==> src/rtl/instr_fetch_unit.sv <==
// -----------------------------------------------------------------------------
// instr_fetch_unit
//
// Program store and sequencer that feeds the instruction port of simple_cpu.
// A host loads a program word by word while the unit is idle.  On start the
// unit issues one word per clock from address 0 up to len-1, then pulses done.
// Every cycle without a real program word (idle, stall, halt, done) drives
// NOP_WORD, so the CPU never executes a held instruction twice.
//
// Ports
//   clk          in   system clock, all state on the rising edge
//   rst          in   asynchronous, active-low reset
//   load_en      in   write load_data to load_addr (honoured in IDLE only)
//   load_addr    in   program store write address
//   load_data    in   program word to write
//   len          in   program length in words, sampled when start is accepted
//   start        in   begin execution from address 0 (IDLE only, len != 0)
//   stall        in   freeze sequencing for this cycle
//   halt_req     in   abort the run and return to IDLE
//   instruction  out  registered instruction word to the CPU
//   instr_valid  out  instruction carries a real program word this cycle
//   pc           out  address of the next word to issue
//   busy         out  high while in RUN
//   done         out  one-cycle pulse after the last word was issued
//   fsm_state    out  current sequencer state, for observation only
//
// Handshake: instr_valid is a qualifier with no ready back-pressure.  Each
// cycle instr_valid is high the consumer must take the word on instruction;
// back-pressure from the CPU side is applied through stall before the edge.
// -----------------------------------------------------------------------------
module instr_fetch_unit #(
    parameter int                     INSTR_WIDTH = 20,
    parameter int                     PC_BITS     = 5,
    parameter logic [INSTR_WIDTH-1:0] NOP_WORD    = '0
) (
    input  logic                   clk,
    input  logic                   rst,
    input  logic                   load_en,
    input  logic [PC_BITS-1:0]     load_addr,
    input  logic [INSTR_WIDTH-1:0] load_data,
    input  logic [PC_BITS:0]       len,
    input  logic                   start,
    input  logic                   stall,
    input  logic                   halt_req,
    output logic [INSTR_WIDTH-1:0] instruction,
    output logic                   instr_valid,
    output logic [PC_BITS-1:0]     pc,
    output logic                   busy,
    output logic                   done,
    output logic [1:0]             fsm_state
);

    localparam int DEPTH = 2 ** PC_BITS;

    // DEPTH expressed in the width of len (a single set MSB).
    localparam logic [PC_BITS:0]   DEPTH_W = {1'b1, {PC_BITS{1'b0}}};
    localparam logic [PC_BITS:0]   LEN_ONE = (PC_BITS + 1)'(1);
    localparam logic [PC_BITS-1:0] PC_ONE  = PC_BITS'(1);

    typedef enum logic [1:0] {
        S_IDLE = 2'd0,
        S_RUN  = 2'd1,
        S_DONE = 2'd2
    } state_t;

    state_t state;
    state_t next_state;

    // Program store: deliberately not reset so a loaded program survives rst.
    logic [INSTR_WIDTH-1:0] mem [DEPTH];

    logic [PC_BITS:0]       len_q;
    logic [PC_BITS:0]       next_len;
    logic [PC_BITS:0]       len_clamped;
    logic [PC_BITS:0]       last_addr;
    logic [PC_BITS-1:0]     next_pc;
    logic [INSTR_WIDTH-1:0] next_instr;
    logic                   next_valid;
    logic                   next_done;

    // Lengths above DEPTH would only re-issue wrapped addresses; cap them.
    assign len_clamped = (len > DEPTH_W) ? DEPTH_W : len;
    // Only meaningful in RUN, where len_q is guaranteed non-zero.
    assign last_addr   = len_q - LEN_ONE;

    assign busy      = (state == S_RUN);
    assign fsm_state = state;

    // Writes land at the edge and are readable from the following edge on.
    always_ff @(posedge clk) begin
        if (load_en && (state == S_IDLE)) begin
            mem[load_addr] <= load_data;
        end
    end

    always_ff @(posedge clk or negedge rst) begin
        if (!rst) begin
            state       <= S_IDLE;
            pc          <= '0;
            len_q       <= '0;
            instruction <= NOP_WORD;
            instr_valid <= 1'b0;
            done        <= 1'b0;
        end else begin
            state       <= next_state;
            pc          <= next_pc;
            len_q       <= next_len;
            instruction <= next_instr;
            instr_valid <= next_valid;
            done        <= next_done;
        end
    end

    always_comb begin
        next_state = state;
        next_pc    = pc;
        next_len   = len_q;
        next_instr = NOP_WORD;
        next_valid = 1'b0;
        next_done  = 1'b0;

        unique case (state)
            S_IDLE: begin
                if (start && (len != '0)) begin
                    next_state = S_RUN;
                    next_pc    = '0;
                    next_len   = len_clamped;
                end
            end

            S_RUN: begin
                if (halt_req) begin
                    next_state = S_IDLE;
                    next_pc    = '0;
                end else if (!stall) begin
                    next_instr = mem[pc];
                    next_valid = 1'b1;
                    // Wraps to 0 when a full-depth program issues its last word.
                    next_pc    = pc + PC_ONE;
                    if ({1'b0, pc} == last_addr) begin
                        next_state = S_DONE;
                    end
                end
            end

            S_DONE: begin
                // start, halt_req and load_en are intentionally not looked at here.
                next_done  = 1'b1;
                next_pc    = '0;
                next_state = S_IDLE;
            end

            default: begin
                next_state = S_IDLE;
                next_pc    = '0;
            end
        endcase
    end

endmodule

==> config.mk <==
export PLATFORM = sky130hd
export DESIGN_NAME = instr_fetch_unit
export DESIGN_NICKNAME = d
export VERILOG_FILES = /design/src/rtl/instr_fetch_unit.sv
export SDC_FILE = /design/constraint.sdc
export NUM_CORES = 1
export LEC_CHECK = 0
export CORE_MARGIN = 2
export CORE_UTILIZATION = 50
export DETAILED_ROUTE_END_ITERATION = 16
export DONT_BUFFER_PORTS = 1
export GPL_TIMING_DRIVEN = 0
export PLACE_DENSITY_LB_ADDON = 0.05
export SYNTH_ARGS = -nofsm -noshare
export SYNTH_HDL_FRONTEND = slang
export SYNTH_SLANG_ARGS = --single-unit
==> constraint.sdc <==
create_clock -name clk -period 4.9 [get_ports clk]
set_input_delay 1.225 -clock clk [delete_from_list [all_inputs] [get_ports clk]]
set_output_delay 1.225 -clock clk [all_outputs]
set_load 0.02 [all_outputs]
* Yosys cells after proc, flatten, opt, wreduce, memory -nomap -nowiden
Memories as Yosys holds them, arrays and structs flattened.
Index checks and enable logic that the tools add are counted.
** Storage, ports and cells
- Memory bits (writable) :: 640
- Flip-flop bits (word level) :: 35
- Bits in latches :: 0
- Logic and storage cells :: 42
- Bits in read-only memories :: 0
- Memories :: 1
- Bits of input ports :: 37
** Memories
- mem :: depth 32, width 20, rd ports 1, clocked after Yosys merged registers in 0, write ports 1, line 70 : logic [INSTR_WIDTH-1:0] mem [DEPTH];
** Cells by class
- Order comparisons :: 1
- Reduce and logical (&&, ||, !) cells :: 7
- Divide/modulo/power cells :: 0
- Mux-type cells :: 19
- Multipliers :: 0
- $add $sub $neg :: 2
- Bitwise gates (word level) :: 0
- Shifts and indexed selects :: 0
- Equality and inequality tests :: 6
** Operator list (count)
- 20-bit two-way mux :: 3
- 5-bit two-way mux :: 3
- 5-bit one-hot mux with 2 select lines :: 1
- 2-bit two-way mux :: 4
- 5-bit by 6-bit equality test with 1-bit output :: 1
- 6-bit greater-than comparator, second input constant :: 1
- 1-bit two-way mux :: 6
- 6-bit two-way mux :: 1
- 6-bit nonzero test :: 1
- 6-bit by 1-bit subtractor with 6-bit output, second input constant :: 1
- 5-bit by 1-bit adder with 5-bit output, second input constant :: 1
- 2-bit one-hot mux with 2 select lines :: 1
- 2-bit AND reduction :: 2
- 3-bit by 2-bit != test with 1-bit output, second input constant :: 1
- 3-bit != test, second input constant :: 1
- 3-bit AND reduction :: 1
- 2-bit by 1-bit equality test with 1-bit output, second input constant :: 1
- 2-bit equality test, second input constant :: 1
- 1-bit logical AND :: 2
- 2-bit logical NOT :: 1
- 2-bit by 1-bit != test with 1-bit output, second input constant :: 1

* Longest topological paths before layout
Gate-level depths: netlist of run 1.
- Depth after elaboration :: 6
- Mapped depth :: 8
- Depth with buffers taken out :: 6

* Worst setup path before layout of run 1
Ideal clock, no wire load.
- Path type :: input to register
- Start :: input port load_addr[1]
- End :: memory mem[12][0], enable pin
- Library setup time :: 397 ps
- Setup slack :: 1858 ps
- Data arrival time :: 2646 ps
- Cell stages on the path :: 3
- Path through :: or3_1 -> clkbuf_1 -> nor2_1
** RTL lines
- start: declaration :: line 39 : input logic [PC_BITS-1:0] load_addr,
- end: declaration :: line 70
No word-level cell before the write port.

* Worst setup path after layout of run 1
- Start :: register state[1], in the netlist fsm_state[1]
- End :: memory mem[5][8], enable pin
** On the way
- Cells in the longest elaborated chain, start to end :: 4
** Ends and longest elaborated chain
- start: declaration :: line 66 : state_t state;
- start signal: assignment :: line 105 : state <= next_state;
- 2-bit logical NOT :: line 91 : if (load_en && (state == S_IDLE)) begin
- 1-bit logical AND :: line 91
- 1-bit two-way mux :: line 91
- 1-bit two-way mux (not written as such) :: line 92 : mem[load_addr] <= load_data;
No other way between the ends.

==> results of run 1 <==
## per-layer routing
metal	up-vias	share of wire	track usage
met2	533	0.46	0.382
li1	5482	-	-
met1	6887	0.43	0.379
met4	0	0.023	0.0659
met3	104	0.085	0.0644
met5	-	0	0
## logic make-up after synthesis
kind of cell,count (synthesis),share of synthesized area
DFF,675,0.761
muxes,253,0.153
and+or+nand+nor,146,0.0268
AOI/OAI and AO/OA,119,0.0374
buffers and inverters,75,0.0192
xor gates and xnor gates,5,0.00166
adders and majority gates,2,0.000947
## where the power goes
part	switching [mW]	internal (mW)
sequential	0.0471	6.37
combinational	0.543	0.449
clock	2.14	2.89
## metrics by stage
stage,area (um2),utilization,worst slack [ns],hold WS [ns],cells
CTS,30000,0.572,1.03,0.284,2106
detailed placement,27800,0.531,1.04,0.531,1980
finish,30000,0.572,0.924,0.321,2106
global placement,27300,0.520,0.204,0.525,1963
floorplan,26400,-,1.86,0.491,1275
global route,30000,0.572,0.719,0.280,2106
## cell usage in the layout (no fill, tap or decap), drive strengths merged, types with 4 or more instances in the layout
| master | netlist | layout |
|---|---|---|
| o211ai | 19 | 19 |
| a22o | 9 | 9 |
| mux2 | 48 | 48 |
| nor2b | 6 | 6 |
| dfrtp | 35 | 35 |
| a221oi | 19 | 19 |
| nand4b | 4 | 4 |
| o21ai | 17 | 17 |
| nor2 | 57 | 57 |
| nand2 | 33 | 33 |
| xnor2 | 5 | 5 |
| nand3 | 8 | 8 |
| nand2b | 5 | 5 |
| clkinv | 0 | 28 |
| mux2i | 94 | 94 |
| o311a | 19 | 19 |
| mux4 | 111 | 111 |
| o221ai | 10 | 10 |
| clkbuf | 18 | 109 |
| edfxtp | 640 | 640 |
| inv | 6 | 10 |
| buf | 51 | 68 |
| nand3b | 6 | 6 |
| and2 | 12 | 12 |
| a211oi | 10 | 10 |
## final timing paths
path                       slack [ns]                     start                        end
setup / recovery                 0.92  fsm_state[1]$_DFFE_PN0P_        mem[5][8]$_DFFE_PP_
max in group asynchronous        4.48                       rst  instruction[14]$_DFF_PN0_
setup reg to reg                 0.92  fsm_state[1]$_DFFE_PN0P_        mem[5][8]$_DFFE_PP_
hold reg to reg                  0.54      len_q[4]$_DFFE_PN0P_       len_q[4]$_DFFE_PN0P_
min in group clk                 0.54      len_q[4]$_DFFE_PN0P_       len_q[4]$_DFFE_PN0P_
hold / removal                   0.32                       rst   instruction[8]$_DFF_PN0_
## flip-flops by register name, indices dropped and copies added, names as in the netlist
signal	flops
done	1
fsm_state	2
instr_valid	1
instruction	20
len_q	6
mem	640
pc	5
## layout make-up
type | instances | area [um2]
clock inverters | 35 | 244
inverters | 6 | 22.5
well taps | 688 | 861
clock buffers | 91 | 1890
plain buffers | 69 | 485
flip-flops and latches | 675 | 20100
multi-input cells | 525 | 5980
fillers | 3915 | 22500
repair buffers | 17 | 393
==> flow_metrics.tcl, run 1 <==
set metrics [dict create \
    fin_crit_sh 0.811 \
    grt_pass1_vias 12800 \
    cts_buffers 72 \
    peakVddDrop_uv 271 \
    wl_per_cell_um 32.2 \
    cts_resized 0 \
    worst-path-max-fanout 11 \
    row_count 84 \
    cts_root_buffer "clkbuf_16" \
    hold_violations 0 \
    drive_above_1_share 0.248 \
    fin_setup_tns_ns 0 \
    end_kind "register" \
    cp-start-kind "register" \
    p_leak_nw 9.39 \
    crit_chain "nor2_1, nand4b_1, nor2_2, buf_16" \
    cts.sinks 675 \
    drc_errors 0 \
    min_path_type "in2async" \
    holdBufCountCts 0 \
    grt_pass1_wl_um 95400 \
    critPathSlowestCell "nand4b_1" \
    worstMarginPinSlew_ns 1.15 \
    syn_avg_cell_area_um2 20.7 \
    synth_edf_count 640 \
    synth_ff_type "edfxtp_1" \
    required_ns 5.21 \
    clkSlewWorstSetupHoldPaths_ns 0.06 \
    htree_levels 3 \
    crit_buf_inv 1 \
    synth_top_area_frac 0.728 \
    die_x_um 234 \
    max_stage_delay_ns 1.03 \
    syn-instance-count 1275 \
    grt_max_degree 36 \
    start_util 0.504 \
    cts_tree "built" \
    first_pass_iters 5 \
    powerDensity_nw_per_um2 415 \
    globalplace.congestion 0.803 \
    min_period_ns 3.98 \
    syn2layout_area_growth_pct 13.5 \
    synthTopCellsByArea "edfxtp_1 (73%), mux4_2 (9.0%), mux2i_1 (3.6%), dfrtp_1 (3.3%), mux2_2 (1.5%)" \
    antenna_found_initial 0 \
    syn-num-nets 1314 \
    ant_nets 0 \
    cts_setup_buffers 0 \
    via_count 13000 \
    yosysMostFrequentCell "edfxtp_1" \
    die_h_um 234 \
    syn_area_um2 26400 \
    drv_cap 0 \
    clock_path_buffers 3 \
    core_um2 52400 \
    setup_viol 0 \
    power_mw 12.4 \
    synthDistinctLibCells 54 \
    overflow 0 \
    clock.fmax_ghz 0.252 \
    async_flop_share 0.0519 \
    yosys_warnings 0 \
    grtUsageTotal 0.256 \
    dieArea_um2 54700 \
    worstSetupPathDepth 4 \
    port_buffers 0 \
    synth-seq-cells 675 \
    criticalPathCategory "reg2reg" \
    viasPerCell 6.18 \
    synth.largest_area_cell "edfxtp_1" \
    status "completed" \
    slew_viol_final 0 \
    reg2reg_depth 4 \
    cp.arrival_ns 4.29 \
    first_iter_violations 1676 \
    ioPinCount 67 \
    clock_latency_ns 0.61 \
    nets 1405 \
    wirelength_um 67700 \
    dp_hpwl_um 43700 \
    synth_common_cells "edfxtp_1 (640), mux4_2 (105), mux2i_1 (94), nor2_1 (56), mux2_2 (36)" \
    max_slew_margin 0.222 \
    antenna_cells 0 \
    skew_ns 0.0244 \
    cp_top_family "simple AND/OR/NAND/NOR gates" \
    rsz0062_at_grt "false" \
    synth-seq-area-share 0.761 \
]
Note: power is estimated with default switching activity, not from simulation.
==> run 2: changes to the inputs <==
- clock period: 4.9 -> 3.3 ns (I/O delays scaled with it)
==> run 2 against run 1 <==
Wire length increased by 0.61%. Via count grew 0.51%. Critical path depth rose by 2. Register-to-register slack lost 0.83 ns. Hold slack got worse by 0.26 ns. Die area stayed put. Combinational power rose by 51%. Flip-flop and latch count unchanged. Clock skew decreased by 0.0018 ns. Non-clock buffer count grew 8. Critical path type unchanged. Critical endpoint is now instruction[14]$_DFF_PN0_.
==> flow_metrics.tcl, run 2 (synthesis gave the netlist of run 1 again) <==
set metrics [dict create \
    nets 1414 \
    start_util 0.504 \
    top_regs "mem x640, instruction x20, len_q x6" \
    dp.cells 1980 \
    htree_levels 3 \
    die_x_um 234 \
    via_count 13100 \
    max_slew_margin 0.233 \
    cts_root_buffer "clkbuf_16" \
    cp-startpoint "pc[3]$_DFFE_PN0P_" \
    antenna_cells 0 \
    first_pass_iters 5 \
    grtUsageTotal 0.256 \
    overflow 0 \
    globalplace.congestion 0.803 \
    hold_violations 0 \
    status "completed" \
    fin_crit_sh 0.971 \
    cts_tree "built" \
    skew_ns 0.0226 \
    p_leak_nw 9.43 \
    criticalPathCategory "reg2reg" \
    worstSetupPathDepth 6 \
    wl_per_cell_um 32.2 \
    layout_common_cells "edfxtp_1 (640), mux4_2 (105), mux2i_1 (94), clkbuf_16 (73), mux2_2 (36)" \
    clkSlewWorstSetupHoldPaths_ns 0.06 \
    worst_path_most_repeated_cell "buf_2" \
    power_mw 18.5 \
    cts.sinks 675 \
    drv_cap 0 \
    ant_nets 0 \
    min_period_ns 3.20 \
    seq_area_um2 20100 \
    reg2reg_depth 6 \
    fin_cells 2115 \
    rsz0062_at_grt "false" \
    syn2layout_area_growth_pct 13.9 \
    largest-register "mem" \
    r2r_slack_ns 0.1 \
    drive_above_1_share 0.254 \
    die_h_um 234 \
    dieArea_um2 54700 \
    worst-path-max-fanout 10 \
    grt_max_degree 36 \
    max_stage_delay_ns 0.74 \
    crit_chain "buf_2, clkbuf_1, buf_2, mux2i_1, o211ai_1, o311a_1" \
    multi_input_area_um2 6010 \
    peakVddDrop_uv 402 \
    antenna_found_initial 0 \
    clock_path_buffers 3 \
    ioPinCount 67 \
    required_ns 3.75 \
    worstMarginPinSlew_ns 1.13 \
    end_kind "register" \
    cp.arrival_ns 3.66 \
    viasPerCell 6.18 \
    powerDensity_nw_per_um2 615 \
    critPathSlowestCell "clkbuf_1" \
    cp_top_family "buffers and inverters" \
    cp-start-kind "register" \
    fillerInstances 3910 \
    core_um2 52400 \
    crit_buf_inv 3 \
    largest_reg_flops 640 \
    first_iter_violations 1473 \
    clock_latency_ns 0.61 \
    row_count 84 \
    r2r-start "pc[3]$_DFFE_PN0P_" \
    wirelength_um 68100 \
    clock.fmax_ghz 0.312 \
    grt_pass1_wl_um 95700 \
    cts_buffers 72 \
    drc_errors 0 \
    slew_viol_final 0 \
    grt_pass1_vias 12900 \
    mostFrequentLayoutCell "edfxtp_1" \
    min_path_type "in2async" \
    port_buffers 0 \
    setup_viol 0 \
    dp_hpwl_um 43700 \
]
-- run 2: changes by cell type in the layout (fill, tap and decap cells not counted), sizes merged --
cell	delta
buf	+8
nor2	+1
-- run 2: area by class of cell --
| type | count | area share |
|---|---|---|
| flip-flops and latches | 675 | 0.668 |
| multi-input cells | 526 | 0.200 |
| clock buffers | 91 | 0.0630 |
| well taps | 688 | 0.0286 |
| plain buffers | 69 | 0.0162 |
| repair buffers | 25 | 0.0155 |
| clock inverters | 35 | 0.00811 |
| inverters | 6 | 0.000749 |
-- run 2: worst paths after layout --
kind | to
setup / recovery | instruction[14]$_DFF_PN0_
hold / removal | instruction[13]$_DFF_PN0_
setup reg to reg | instruction[14]$_DFF_PN0_
hold reg to reg | len_q[4]$_DFFE_PN0P_
max in group asynchronous | instruction[14]$_DFF_PN0_
min in group clk | mem[8][8]$_DFFE_PP_
-- run 2: per-stage QoR --
stage                     utilization  setup TNS (ns)  worst slack [ns]  area [um2]  hold WS (ns)
after detailed placement        0.531         -201.54            -0.562       27800         0.530
after floorplan                     -               0             0.658       26400         0.491
after CTS                       0.573               0            0.0165       30100        0.0324
after global routing            0.573               0            0.0237       30100        0.0456
after global placement          0.520         -680.22             -1.40       27300         0.525
final                           0.573               0            0.0971       30100        0.0650
-- run 2: routing by layer --
layer / vias up / GRT usage / wire length, um
met5: - / 0 / 0
met1: 6935 / 0.381 / 29800
met2: 537 / 0.385 / 31100
met4: 0 / 0.0669 / 1530
li1: 5502 / - / -
met3: 98 / 0.0612 / 5710
-- run 2: repair_timing --
item	in CTS	in global routing
setup buffers	7	0
endpoints found under the hold margin	35	0
endpoints found under the setup margin	618	93
cloned	1	0
resized for setup	4	4
hold buffers	1	0
pin swaps	4	2
-- run 2: worst reg2reg max path: stages (launching register included) --
cell and delay [ns]:
dfrtp_1 0.46, buf_2 0.38, clkbuf_1 0.75, buf_2 0.53, mux2i_1 0.50, o211ai_1 0.25, o311a_1 0.21
-- run 2: where the power goes --
| part | switching (mW) | internal [mW] |
|---|---|---|
| Combinational | 0.823 | 0.676 |
| Clock | 3.20 | 4.29 |
| Sequential | 0.0711 | 9.46 |
